<file path="config.mk">
export PLATFORM = sky130hd
export DESIGN_NAME = twi_poll_arb
export DESIGN_NICKNAME = d
export VERILOG_FILES = /design/src/rtl/twi_pkg.sv /design/src/rtl/twi_poll_sched.sv /design/src/rtl/twi_poll_arb.sv
export SDC_FILE = /design/constraint.sdc
export NUM_CORES = 1
export LEC_CHECK = 0
export BUFFER_PORTS_ARGS = -buffer_cell sky130_fd_sc_hd__buf_2
export CAP_MARGIN = 15
export CORE_UTILIZATION = 45
export CTS_BUF_LIST = sky130_fd_sc_hd__clkbuf_8
export CTS_CLUSTER_SIZE = 25
export DETAILED_ROUTE_END_ITERATION = 10
export PLACE_DENSITY = 0.75
export RECOVER_POWER = 100
export REMOVE_ABC_BUFFERS = 1
export SYNTH_ARGS = -nofsm -noshare
export SYNTH_HDL_FRONTEND = slang
export SYNTH_SLANG_ARGS = --single-unit
</file>
<file path="constraint.sdc">
create_clock -name CLK_I -period 2.63 [get_ports CLK_I]
set_clock_uncertainty 0.05 [all_clocks]
set_input_delay 0.1315 -clock CLK_I [delete_from_list [all_inputs] [get_ports CLK_I]]
set_output_delay 0.1315 -clock CLK_I [all_outputs]
set_load 0.03 [all_outputs]
</file>
<file path="src/rtl/twi_pkg.sv">
// Shared encodings for the twi_core register port and the poll arbiter FSM.
package twi_pkg;

   localparam logic [5:0] I2CR_ADDR = 6'h00;
   localparam logic [5:0] I2WD_ADDR = 6'h04;

   localparam int CMD_START = 0;
   localparam int CMD_STOP  = 1;
   localparam int CMD_WR    = 2;
   localparam int CMD_RD    = 3;
   localparam int CMD_NACK  = 4;

   localparam int ST_BUSY   = 7;
   localparam int ST_RXNACK = 6;

   localparam int STEP_W = 3;

   typedef enum logic [3:0] {
      S_IDLE,
      S_CPU,
      S_LD_DATA,
      S_LD_CMD,
      S_GUARD,
      S_WAIT,
      S_CHECK,
      S_DONE,
      S_ABORT
   } state_t;

   function automatic logic [7:0] step_cmd(input logic [STEP_W-1:0] s);
      logic [7:0] c;
      c = 8'h00;
      if (s == 3'd0 || s == 3'd2) begin
         c[CMD_START] = 1'b1;
         c[CMD_WR]    = 1'b1;
      end else if (s == 3'd1) begin
         c[CMD_WR] = 1'b1;
      end else if (s == 3'd3) begin
         c[CMD_RD] = 1'b1;
      end else begin
         c[CMD_RD]   = 1'b1;
         c[CMD_NACK] = 1'b1;
         c[CMD_STOP] = 1'b1;
      end
      return c;
   endfunction

endpackage

</file>
<file path="src/rtl/twi_poll_sched.sv">
// Poll scheduler: counts 1 s ticks and raises a pending request each period.
module twi_poll_sched (
   input  logic       CLK_I,
   input  logic       RST_I,
   input  logic       tick_1s,
   input  logic       poll_en,
   input  logic [5:0] poll_period,
   input  logic       pend_clr,
   output logic       pending
);

   logic [5:0] cnt;
   logic [6:0] per_eff;
   logic       hit;

   assign per_eff = (poll_period == 6'd0) ? 7'd1 : {1'b0, poll_period};
   assign hit     = tick_1s && (({1'b0, cnt} + 7'd1) >= per_eff);

   always_ff @(posedge CLK_I or posedge RST_I) begin
      if (RST_I) begin
         cnt     <= 6'd0;
         pending <= 1'b0;
      end else if (!poll_en) begin
         cnt     <= 6'd0;
         pending <= 1'b0;
      end else begin
         if (tick_1s)
            cnt <= hit ? 6'd0 : cnt + 6'd1;
         // a fresh request outranks the clear from a finishing poll
         if (hit)
            pending <= 1'b1;
         else if (pend_clr)
            pending <= 1'b0;
      end
   end

endmodule

</file>
<file path="src/rtl/twi_poll_arb.sv">
// Arbitrates the twi_core register port between CPU writes and a periodic
// hardware poller that reads a 16-bit register from one I2C slave.
module twi_poll_arb
   import twi_pkg::*;
#(
   parameter logic [6:0]  DEV_ADDR = 7'h48,
   parameter logic [7:0]  REG_PTR  = 8'h00,
   parameter logic [19:0] TIMEOUT  = 20'd1000000,
   parameter int          GUARD    = 2
) (
   input  logic        CLK_I,
   input  logic        RST_I,
   input  logic        cpu_lock,
   output logic        cpu_gnt,
   input  logic        cpu_wr,
   input  logic [5:0]  cpu_addr,
   input  logic [7:0]  cpu_wdata,
   output logic        core_wr,
   output logic [7:0]  core_addr,
   output logic [7:0]  core_wdata,
   input  logic [7:0]  core_i2cr,
   input  logic [7:0]  core_i2rd,
   input  logic        tick_1s,
   input  logic        poll_en,
   input  logic [5:0]  poll_period,
   input  logic [15:0] temp_hi,
   output logic [15:0] temp_val,
   output logic        temp_vld,
   output logic        temp_alert,
   output logic        poll_err,
   input  logic        err_clr
);

   localparam logic [3:0] GUARD_M1 = (GUARD > 0) ? 4'(GUARD - 1) : 4'd0;

   state_t              state, state_nx;
   logic [STEP_W-1:0]   step;
   logic [3:0]          gcnt;
   logic [19:0]         tcnt;
   logic                aborting;
   logic [7:0]          msb, lsb;
   logic                pending, pend_clr;
   logic                busy, rxnack, tmo, nack_fail;
   logic [7:0]          step_data;

   assign busy      = core_i2cr[ST_BUSY];
   assign rxnack    = core_i2cr[ST_RXNACK];
   assign tmo       = tcnt >= (TIMEOUT - 20'd1);
   assign nack_fail = (step <= 3'd2) && rxnack;
   assign cpu_gnt   = (state == S_CPU);

   assign step_data = (step == 3'd0) ? {DEV_ADDR, 1'b0} :
                      (step == 3'd1) ? REG_PTR :
                                       {DEV_ADDR, 1'b1};

   twi_poll_sched u_sched (
      .CLK_I       (CLK_I),
      .RST_I       (RST_I),
      .tick_1s     (tick_1s),
      .poll_en     (poll_en),
      .poll_period (poll_period),
      .pend_clr    (pend_clr),
      .pending     (pending)
   );

   always_ff @(posedge CLK_I or posedge RST_I) begin
      if (RST_I)
         state <= S_IDLE;
      else
         state <= state_nx;
   end

   always_comb begin
      state_nx   = state;
      core_wr    = 1'b0;
      core_addr  = 8'h00;
      core_wdata = 8'h00;
      pend_clr   = 1'b0;
      unique case (state)
         S_IDLE: begin
            if (cpu_lock)
               state_nx = S_CPU;
            else if (pending)
               state_nx = S_LD_DATA;
         end
         S_CPU: begin
            core_wr    = cpu_wr;
            core_addr  = {2'b00, cpu_addr};
            core_wdata = cpu_wdata;
            if (!cpu_lock)
               state_nx = S_IDLE;
         end
         S_LD_DATA: begin
            core_wr    = 1'b1;
            core_addr  = {2'b00, I2WD_ADDR};
            core_wdata = step_data;
            state_nx   = S_LD_CMD;
         end
         S_LD_CMD: begin
            core_wr    = 1'b1;
            core_addr  = {2'b00, I2CR_ADDR};
            core_wdata = step_cmd(step);
            state_nx   = S_GUARD;
         end
         S_GUARD: begin
            if (gcnt >= GUARD_M1)
               state_nx = S_WAIT;
         end
         S_WAIT: begin
            // the STOP issued by an abort is waited out without a timeout
            if (!busy)
               state_nx = aborting ? S_IDLE : S_CHECK;
            else if (!aborting && tmo)
               state_nx = S_ABORT;
         end
         S_CHECK: begin
            if (nack_fail)
               state_nx = S_ABORT;
            else if (step == 3'd4)
               state_nx = S_DONE;
            else if (step >= 3'd2)
               state_nx = S_LD_CMD;
            else
               state_nx = S_LD_DATA;
         end
         S_DONE: begin
            pend_clr = 1'b1;
            state_nx = S_IDLE;
         end
         S_ABORT: begin
            core_wr    = 1'b1;
            core_addr  = {2'b00, I2CR_ADDR};
            core_wdata = 8'h01 << CMD_STOP;
            pend_clr   = 1'b1;
            state_nx   = S_GUARD;
         end
         default: state_nx = S_IDLE;
      endcase
   end

   always_ff @(posedge CLK_I or posedge RST_I) begin
      if (RST_I) begin
         step       <= '0;
         gcnt       <= 4'd0;
         tcnt       <= 20'd0;
         aborting   <= 1'b0;
         msb        <= 8'h00;
         lsb        <= 8'h00;
         temp_val   <= 16'h0000;
         temp_vld   <= 1'b0;
         temp_alert <= 1'b0;
         poll_err   <= 1'b0;
      end else begin
         if (state == S_IDLE && !cpu_lock && pending) begin
            step     <= '0;
            aborting <= 1'b0;
         end
         if (state == S_LD_CMD || state == S_ABORT)
            gcnt <= 4'd0;
         else if (state == S_GUARD)
            gcnt <= gcnt + 4'd1;
         if (state == S_GUARD)
            tcnt <= 20'd0;
         else if (state == S_WAIT)
            tcnt <= tcnt + 20'd1;
         if (state == S_CHECK && !nack_fail) begin
            if (step == 3'd3)
               msb <= core_i2rd;
            if (step == 3'd4)
               lsb <= core_i2rd;
            step <= step + 3'd1;
         end
         if (state == S_DONE) begin
            temp_val   <= {msb, lsb};
            temp_vld   <= 1'b1;
            temp_alert <= ({msb, lsb} >= temp_hi);
         end
         if (state == S_ABORT) begin
            aborting <= 1'b1;
            poll_err <= 1'b1;
         end else if (err_clr) begin
            poll_err <= 1'b0;
         end
      end
   end

endmodule
</file>
After elaboration in Yosys (flattened, before gate mapping)
Index checks and enable logic that the tools add are counted.
{"block": "word_totals", "n_memories": 0, "latchBits": 0, "out_inout_bits": 37, "mem_bits_ro": 0, "inputBits": 59, "mem_bits_rw": 0, "regBits": 74}
{"block": "classes", "bitwise_logic": 0, "eq_ne": 18, "n_reduce_logical": 25, "n_mux": 42, "addsub": 5, "n_div": 0, "n_mul": 0, "magnitude_cmp": 6, "n_shift": 0}
{"operator": "$mux W20", "count": 2}
{"operator": "$mux W4", "count": 9}
{"operator": "$pmux W8 S4", "count": 1}
{"operator": "$pmux W4 S7", "count": 1}
{"operator": "$mux W6", "count": 4}
{"operator": "$add A20 B1 Y20 const B", "count": 1}
{"operator": "$ge A20 B20 Y1 const B", "count": 1}
{"operator": "$eq A4 B3 Y1 const B", "count": 4}
{"operator": "$ge A16 B16 Y1", "count": 1}
{"operator": "$mux W8", "count": 2}
{"operator": "$mux W1", "count": 15}
{"operator": "$mux W3", "count": 4}
{"operator": "$pmux W6 S2", "count": 1}
{"operator": "$reduce_bool A2 Y1", "count": 5}
{"operator": "$eq A4 B2 Y1 const B", "count": 2}
{"operator": "$add A6 B1 Y7 const B", "count": 1}
{"operator": "$ge A7 B7 Y1", "count": 1}
{"operator": "$add A6 B1 Y6 const B", "count": 1}
{"operator": "$eq A3 B2 Y1 const B", "count": 2}
{"operator": "$logic_and A1 B1 Y1", "count": 6}
{"operator": "$logic_not A6 Y1", "count": 1}
{"operator": "$ne A2 B2 Y1 const B", "count": 3}
{"operator": "$add A4 B1 Y4 const B", "count": 1}
{"operator": "$eq A4 B1 Y1 const B", "count": 1}
{"operator": "other kinds (20)", "count": 26}

Longest topological paths before layout
Gate-level depths: netlist (run 1).
{"block": "logic_depth", "word_depth": 7, "depth_mapped": 9, "mapped_depth_nobuf": 9}

Hierarchy
Synthesis (run 1) repeated with hierarchy kept, for this count alone.
{"block": "hier_totals", "cells_unflattened": 452, "area_unflattened_um2": 4431.8}
{"mod": "twi_poll_arb", "area_each_um2": 3883.7, "n_inst": 1, "seq_area_each_um2": 1676.6, "cells_per_inst": 390}
{"mod": "twi_poll_sched", "area_each_um2": 548.0, "n_inst": 1, "seq_area_each_um2": 175.2, "cells_per_inst": 62}

Worst setup path before layout (run 1)
Ideal clock, no wire load.
{"block": "synth_path", "kind": "register to output", "start": "register state[0]", "end": "output core_wdata[0]", "stages_incl_launch_ff": 5, "required_ps": 2449, "path_slack_ps": 174, "t_arrival_ps": 2275, "path_cell_list": "dfrtp_1 clkbuf_1 nand2_1 or3_1 o311ai_0"}
{"block": "synth_between", "elab_chain_cells": 2}
{"item": "from (decl)", "line_no": "twi_poll_arb.sv:36", "text": "state_t state, state_nx;"}
{"item": "from (signal assigned)", "line_no": "twi_poll_arb.sv:70", "text": "state <= state_nx;"}
{"item": "$eq A4 B4 Y1 (tied with other cells)", "line_no": "twi_poll_arb.sv:79", "text": "unique case (state)"}
{"item": "$pmux W8 S4 (*)", "line_no": "twi_poll_arb.sv:79"}
{"item": "to (decl)", "line_no": "twi_poll_arb.sv:20", "text": "output logic [7:0] core_wdata,"}
Every way passes the cells marked *; elsewhere a longest branch is shown, timed or not.

Worst setup path after layout (run 1)
{"block": "layout_path", "start": "register u_sched.cnt[0]", "end": "register u_sched.cnt[2]"}
{"block": "layout_between", "elab_chain_cells": 6}
{"item": "from (decl)", "line_no": "twi_poll_sched.sv:12", "text": "logic [5:0] cnt;"}
{"item": "from (signal assigned)", "line_no": "twi_poll_sched.sv:28", "text": "cnt <= hit ? 6'd0 : cnt + 6'd1;"}
{"item": "$add A6 B1 Y7", "line_no": "twi_poll_sched.sv:17", "text": "assign hit = tick_1s && (({1'b0, cnt} + 7'd1) >= per_eff);"}
{"item": "$ge A7 B7 Y1", "line_no": "twi_poll_sched.sv:17"}
{"item": "$logic_and A1 B1 Y1", "line_no": "twi_poll_sched.sv:17"}
{"item": "$mux W6 (*)", "line_no": "twi_poll_sched.sv:28"}
{"item": "$mux W6 (*)", "line_no": "twi_poll_sched.sv:27", "text": "if (tick_1s)"}
{"item": "$mux W6 (*)", "line_no": "twi_poll_sched.sv:23", "text": "end else if (!poll_en) begin"}
Every way passes the cells marked *; elsewhere a longest branch is shown, timed or not. The select of a mux whose other input is x is not followed.
A chain may end at the register's enable or synchronous reset.

==> results of run 1 <==
## per-layer routing
metal  track usage  vias to the layer above  routed length, microns
li1              -                     1765                       -
met1         0.268                     1692                    4330
met2         0.351                      120                    4790
met3        0.0576                       17                     541
met4        0.0781                        0                     170
met5             0                        -                       0
## worst paths after layout
path	from	to
hold / removal	tick_1s	u_sched.pending$_DFFE_PP0P_
setup / recovery	u_sched.cnt[0]$_DFFE_PP0P_	u_sched.cnt[2]$_DFFE_PP0P_
min in group asynchronous	RST_I	temp_vld$_DFFE_PP0P_
setup reg to reg	u_sched.cnt[0]$_DFFE_PP0P_	u_sched.cnt[2]$_DFFE_PP0P_
hold reg to reg	temp_vld$_DFFE_PP0P_	temp_vld$_DFFE_PP0P_
max in group asynchronous	RST_I	u_sched.cnt[0]$_DFFE_PP0P_
## power groups by stage
stage               Clock (mW)  Sequential [mW]  Combinational, mW
finish                   0.803             1.46               1.20
global route             0.878             1.49               1.34
CTS                      0.828             1.46               1.25
detailed placement           0             1.48               1.23
global placement             0             1.47               1.19
floorplan                    0             1.49              0.820
## cell usage after synthesis, types with 12 or more instances
master	number
sky130_fd_sc_hd__dfrtp_1	74
sky130_fd_sc_hd__nand2_1	76
sky130_fd_sc_hd__nor3_1	12
sky130_fd_sc_hd__mux2_2	15
sky130_fd_sc_hd__nand3_1	14
sky130_fd_sc_hd__xnor2_1	15
sky130_fd_sc_hd__o21ai_0	26
sky130_fd_sc_hd__nor2_1	29
sky130_fd_sc_hd__inv_1	38
sky130_fd_sc_hd__ha_1	32
## what timing repair did
action,CTS,global route
pin swaps,2,4
setup endpoints to repair,6,8
gates resized for setup,2,5
endpoints found under the hold margin,47,0
hold buffers,11,0
buffers inserted,0,3
## through the flow
stage	worst slack (ns)	util
5_1_grt	0.0285	0.550
4_1_cts	0.000311	0.557
2_1_floorplan	0.0742	-
3_5_place_dp	-0.0709	0.524
3_3_place_gp	0.127	0.524
6_report	0.123	0.550
## final cells by class
cell class / instances / share of cell area
Timing Repair Buffer: 107 / 0.111
Inverter: 38 / 0.0282
Clock buffer: 10 / 0.0272
Multi-Input combinational cell: 330 / 0.431
Tap cell: 111 / 0.0275
Sequential cell: 74 / 0.366
Clock inverter: 6 / 0.00841
## worst reg2reg max path: stages (launching register included)
cell and delay, ns:
sky130_fd_sc_hd__dfrtp_2 0.44, sky130_fd_sc_hd__ha_2 0.22, sky130_fd_sc_hd__and3_4 0.20, sky130_fd_sc_hd__xor2_2 0.16, sky130_fd_sc_hd__ha_1 0.31, sky130_fd_sc_hd__a21o_1 0.18, sky130_fd_sc_hd__a221oi_2 0.27, sky130_fd_sc_hd__o211ai_1 0.27
sky130_fd_sc_hd__nor3b_1 0.25, sky130_fd_sc_hd__a21o_1 0.10
## flip-flops by register name (all words and copies together), names as in the netlist, 3 cells and up
signal / cells
msb: 8
state: 4
step: 3
u_sched.cnt: 6
temp_val: 16
tcnt: 20
lsb: 8
gcnt: 4
## kinds of logic after synthesis
family                   after synthesis  share of synthesized area
AO/OA/AOI/OAI                         74                      0.115
XOR/XNOR                              21                     0.0432
adder cells (fa/ha/maj)               32                     0.0940
buffers and inverters                 54                     0.0520
flip-flops                            74                      0.435
multiplexers                          16                     0.0423
other                                  1                   0.000880
AND/OR/NAND/NOR                      185                      0.218
==> results.md, run 1 <==
- Final cell area excluding filler cells: 5060 sq um
- Routed vias/inst: 5.32
- Effective utilization at floorplan: 0.463
- Pin count of the biggest net entering global routing: 46
- Delay of the slowest critical-path stage: 0.44 ns
- Setup repair after global routing missed its margin: no
- Overall overflow remaining after global route: 0
- Cells traversed along the worst timing path: ha_2 -> and3_4 -> xor2_2 -> ha_1 -> a21o_1 -> a221oi_2 -> o211ai_1 -> nor3b_1 -> a21o_1
- Gate count after technology mapping: 457
- Leading register cell type out of synthesis: sky130_fd_sc_hd__dfrtp_1
- Net switching share of the total power: 0.406
- Net count reported at finish: 651
- Period minus WS final: 2.51 ns
- Areal power density over the cells: 686 nW/um^2
- Number of setup violations in the final report: 0
- Placed Instances: 646
- Total inserted antenna cells: 0
- Core box area: 9200 sq um
- Port Buffers: 87
- Worst setup path category: reg2reg
- Vias after detailed routing: 3594
- Net Switching: 1.41 mW
- Max Slew Vio Count: 0
- Row cnt: 35
- Most common cell after layout, fill and taps aside: sky130_fd_sc_hd__nand2_1
- Total number of yosys warnings: 0
- ANT nets after route: 0
- Count of pins on the block boundary: 96
- Hold Violations, Final: 0
- Worst hold path depth: 3
- Tot Pwr: 3.47 mW
- Die Span X: 99.3 microns
- Combinational Power Share: 0.347
- Combined flip-flop and latch cell area: 1850 sq um
- Crit path buffers/inverters: 0
- Run status: completed
- Nature of the critical path endpoint: register
- Tot GR Track Use: 0.213
- Ys async rst share: 1.00
- Min-delay worst type: in2reg
- Worst slew margin relative to its limit: 0.231
- Share of power burned in the clock network: 0.232
- Number of synthesized flops with an enable pin: 0
- Proportion of netlist area held by the largest area contributor: 0.435
- Total routed wirelength: 9830 microns
- DR iter-0 viols: 237
- Transition at the pin with the smallest max-transition slack: 1.15 ns
- CP delay by family, top: compound AO/OA/AOI/OAI gates
- TritonCTS clock tree: yes
- Number of antenna violations at the first check in global routing: 0
- Most repeated library cell on the critical path: sky130_fd_sc_hd__a21o_1
- Post-Synthesis Cell Area: 4260 sq um
- Filler Cells Inserted: 851
- Cell at the slowest stage of the critical path: sky130_fd_sc_hd__dfrtp_2
- Critical path data required time: 2.88 ns
- Static leakage power: 2.61 nW
- Worst-path clk slew: 0.08 ns
- Final worst path period share: 0.953
- Routability-driven placement congestion ratio: 0.847
- Maximum clock path buffer count: 2
- Post-synthesis sequential area ratio: 0.435
- Wire length of the first global-routing pass: 16500 microns
- Startpoint Class: register
- Root Buffer Master: sky130_fd_sc_hd__clkbuf_8
- Vias in the first global route: 3539
- R2R cell count: 9
- Placement Cell Area: 4820 sq um
- Arrival @ worst endpoint: 2.76 ns
- Yosys cell types: 56
- Die Area: 9860 sq um
- Count of max-cap constraint violations: 0
- Residual DRC count: 0
- Insertion delay to the later sink of the worst-skew pair: 0.36 ns
- Final-layout setup total negative slack: 0 ns
- Slack of the worst reg-to-reg path: 0.12 ns
- Area overhead of the layout relative to synthesis: 18.7%
- Die extent in y: 99.3 microns
- Detail-routed net length per standard cell: 14.5 microns
- Number of synthesized register bits: 74
- Detailed-router iteration count before antenna repair: 4
- Power share of the sequential group: 0.421
- Maximum VDD drop: 0.394 mV
- Half-perimeter wire length after placement: 7200 microns
- Maximum operating frequency: 399 MHz
- Proportion of layout cells with a drive suffix above 1: 0.188
- Biggest fanout along the worst timing path: 7
- Worst-case hold slack: 0.0285 ns
- H-Tree Depth: 3
- Area of combinational cells with multiple inputs: 2180 sq um
- Number of buffers created by CTS: 9
- Internal power: 2.06 mW
- Cell taking the most area after synthesis: sky130_fd_sc_hd__dfrtp_1
- Synth top area cells: sky130_fd_sc_hd__dfrtp_1, sky130_fd_sc_hd__ha_1, sky130_fd_sc_hd__nand2_1
- Non-Filler Instances: 676
- Highest-count cells in the layout ignoring fill and taps: sky130_fd_sc_hd__nand2_1, sky130_fd_sc_hd__dfrtp_1, sky130_fd_sc_hd__buf_2
- Total number of cells along the worst setup path: 9
- Number of clock sinks seen by CTS: 74
- Average size of a mapped cell: 9.32 sq um
(Power assumes the default switching activity.)
==> inputs of run 2 (changes only) <==
==> constraint.sdc (replaced) <==
create_clock -name CLK_I -period 2.63 [get_ports CLK_I]
set_clock_uncertainty 0.05 [all_clocks]
set_input_delay 0.3945 -clock CLK_I [delete_from_list [all_inputs] [get_ports CLK_I]]
set_output_delay 0.3945 -clock CLK_I [all_outputs]
set_load 0.03 [all_outputs]
==> results.md, run 2 (same netlist as run 1, synthesis figures left out) <==
- Proportion of layout cells with a drive suffix above 1: 0.211
- Half-perimeter wire length after placement: 7170 microns
- Core box area: 9200 sq um
- Insertion delay to the later sink of the worst-skew pair: 0.36 ns
- Maximum clock path buffer count: 2
- Worst slew margin relative to its limit: -0.0788
- Delay of the slowest critical-path stage: 0.44 ns
- Min-delay worst type: in2reg
- Number of buffers created by CTS: 9
- Nature of the critical path endpoint: register
- Detailed-router iteration count before antenna repair: 5
- Final worst path period share: 0.961
- Max FFs per register: 20
- Area of combinational cells with multiple inputs: 2190 sq um
- Overall overflow remaining after global route: 0
- Worst setup path category: reg2reg
- Most common cell after layout, fill and taps aside: sky130_fd_sc_hd__nand2_1
- Number of setup violations in the final report: 0
- Number of antenna violations at the first check in global routing: 0
- Vias in the first global route: 3430
- Min setup slack post-route: 0.103 ns
- Worst hold start: err_clr
- Cell at the slowest stage of the critical path: sky130_fd_sc_hd__dfrtp_1
- Number of clock sinks seen by CTS: 74
- Startpoint Class: register
- Worst setup path start: u_sched.cnt[1]$_DFFE_PP0P_
- Arrival @ worst endpoint: 2.75 ns
- Total routed wirelength: 9680 microns
- Areal power density over the cells: 747 nW/um^2
- Row cnt: 35
- Hold Violations, Final: 0
- Static leakage power: 2.64 nW
- Routability-driven placement congestion ratio: 0.843
- Filler Cells Inserted: 846
- Die Span X: 99.3 microns
- Max Slew Vio Count: 44
- Root Buffer Master: sky130_fd_sc_hd__clkbuf_8
- Pre-CTS setup slack: -0.0195 ns
- Maximum VDD drop: 0.366 mV
- Tot GR Track Use: 0.206
- H-Tree Depth: 3
- Routed vias/inst: 5.27
- Biggest fanout along the worst timing path: 6
- Largest registers: tcnt (20), temp_val (16)
- Effective utilization at floorplan: 0.463
- CP delay by family, top: compound AO/OA/AOI/OAI gates
- Port Buffers: 87
- Net count reported at finish: 645
- DR iter-0 viols: 209
- Reg2Reg Launch Point: u_sched.cnt[1]$_DFFE_PP0P_
- ANT nets after route: 0
- TritonCTS clock tree: yes
- Residual DRC count: 0
- Count of max-cap constraint violations: 1
- Detail-routed net length per standard cell: 14.4 microns
- Biggest register: tcnt
- Total inserted antenna cells: 0
- Pin count of the biggest net entering global routing: 44
- Die Area: 9860 sq um
- Combined flip-flop and latch cell area: 1850 sq um
- Worst-path clk slew: 0.08 ns
- Period minus WS final: 2.53 ns
- Run status: finished with violations
- Transition at the pin with the smallest max-transition slack: 1.62 ns
- Non-Filler Instances: 670
- Wire length of the first global-routing pass: 15900 microns
- Tot Pwr: 3.78 mW
- Maximum operating frequency: 396 MHz
- Critical path data required time: 2.85 ns
- Setup repair after global routing missed its margin: no
- Number of buffers inserted by hold repair at cts: 0
- Die extent in y: 99.3 microns
- Count of pins on the block boundary: 96
- Failing checks: capacitance limit, slew limit
- Crit path buffers/inverters: 1
- Cells traversed along the worst timing path: ha_4 -> and3_1 -> xor2_1 -> ha_1 -> a21o_1 -> a221oi_2 -> o211ai_1 -> clkbuf_4 -> o21ai_0
- Placed Instances: 652
- Highest-count cells in the layout ignoring fill and taps: sky130_fd_sc_hd__nand2_1, sky130_fd_sc_hd__dfrtp_1, sky130_fd_sc_hd__buf_2
- Vias after detailed routing: 3534
- Area overhead of the layout relative to synthesis: 18.8%
run 2: cell count changes in the layout (fill, tap and decap cells not counted), moves of 2 or more:
| cell | before | now |
|---|---|---|
| sky130_fd_sc_hd__dlygate4sd3_1 | 11 | 0 |
| sky130_fd_sc_hd__inv_6 | 0 | 2 |
| sky130_fd_sc_hd__clkinv_2 | 2 | 0 |
| sky130_fd_sc_hd__bufinv_16 | 0 | 3 |
| sky130_fd_sc_hd__clkbuf_2 | 6 | 14 |
| sky130_fd_sc_hd__clkbuf_1 | 32 | 27 |
run 2: final cells by class:
type	count	share of cell area
tap	111	0.0274
timing repair buffer	101	0.0961
inverter	38	0.0282
clock buffer	9	0.0245
sequential	74	0.366
multi-input combinational	330	0.433
clock inverter	7	0.0245
run 2: timing repair:
| action | CTS | global route |
|---|---|---|
| buffers inserted | 1 | 1 |
| gates resized for setup | 1 | 7 |
| pin swaps | 1 | 2 |
| setup endpoints to repair | 1 | 9 |
| endpoints found under the hold margin | 0 | 0 |
run 2: metrics by stage:
stage	util	area, sq um	hold slack, ns	TNS, ns
after floorplan	-	4190	0.409	-0.0820
after global placement	0.527	4850	0.400	0
after detailed placement	0.527	4850	0.408	-0.0195
after CTS	0.556	5110	0.165	0
after global routing	0.550	5060	0.172	0
final	0.550	5060	0.173	0
run 2: worst paths after layout:
| path | end | slack [ns] | depth (start not counted) |
|---|---|---|---|
| worst max-delay path | u_sched.cnt[0]$_DFFE_PP0P_ | 0.10 | 9 |
| max in group asynchronous | tcnt[8]$_DFFE_PP0P_ | 0.84 | 3 |
| worst min register to register | temp_val[8]$_DFFE_PP0P_ | 0.43 | 2 |
| min in group asynchronous | temp_vld$_DFFE_PP0P_ | 0.47 | 2 |
| worst min-delay path | poll_err$_DFFE_PP0P_ | 0.17 | 2 |
| worst max register to register | u_sched.cnt[0]$_DFFE_PP0P_ | 0.10 | 9 |
run 2: layer usage:
| metal | track usage | vias to the layer above | wire length (microns) |
|---|---|---|---|
| li1 | - | 1760 | - |
| met1 | 0.259 | 1663 | 4390 |
| met2 | 0.350 | 95 | 4690 |
| met3 | 0.0436 | 16 | 450 |
| met4 | 0.0747 | 0 | 150 |
| met5 | 0 | - | 0 |
run 2: power breakdown:
part	internal, mW	switching [mW]
registers	1.27	0.183
logic	0.442	0.792
clock network	0.638	0.453
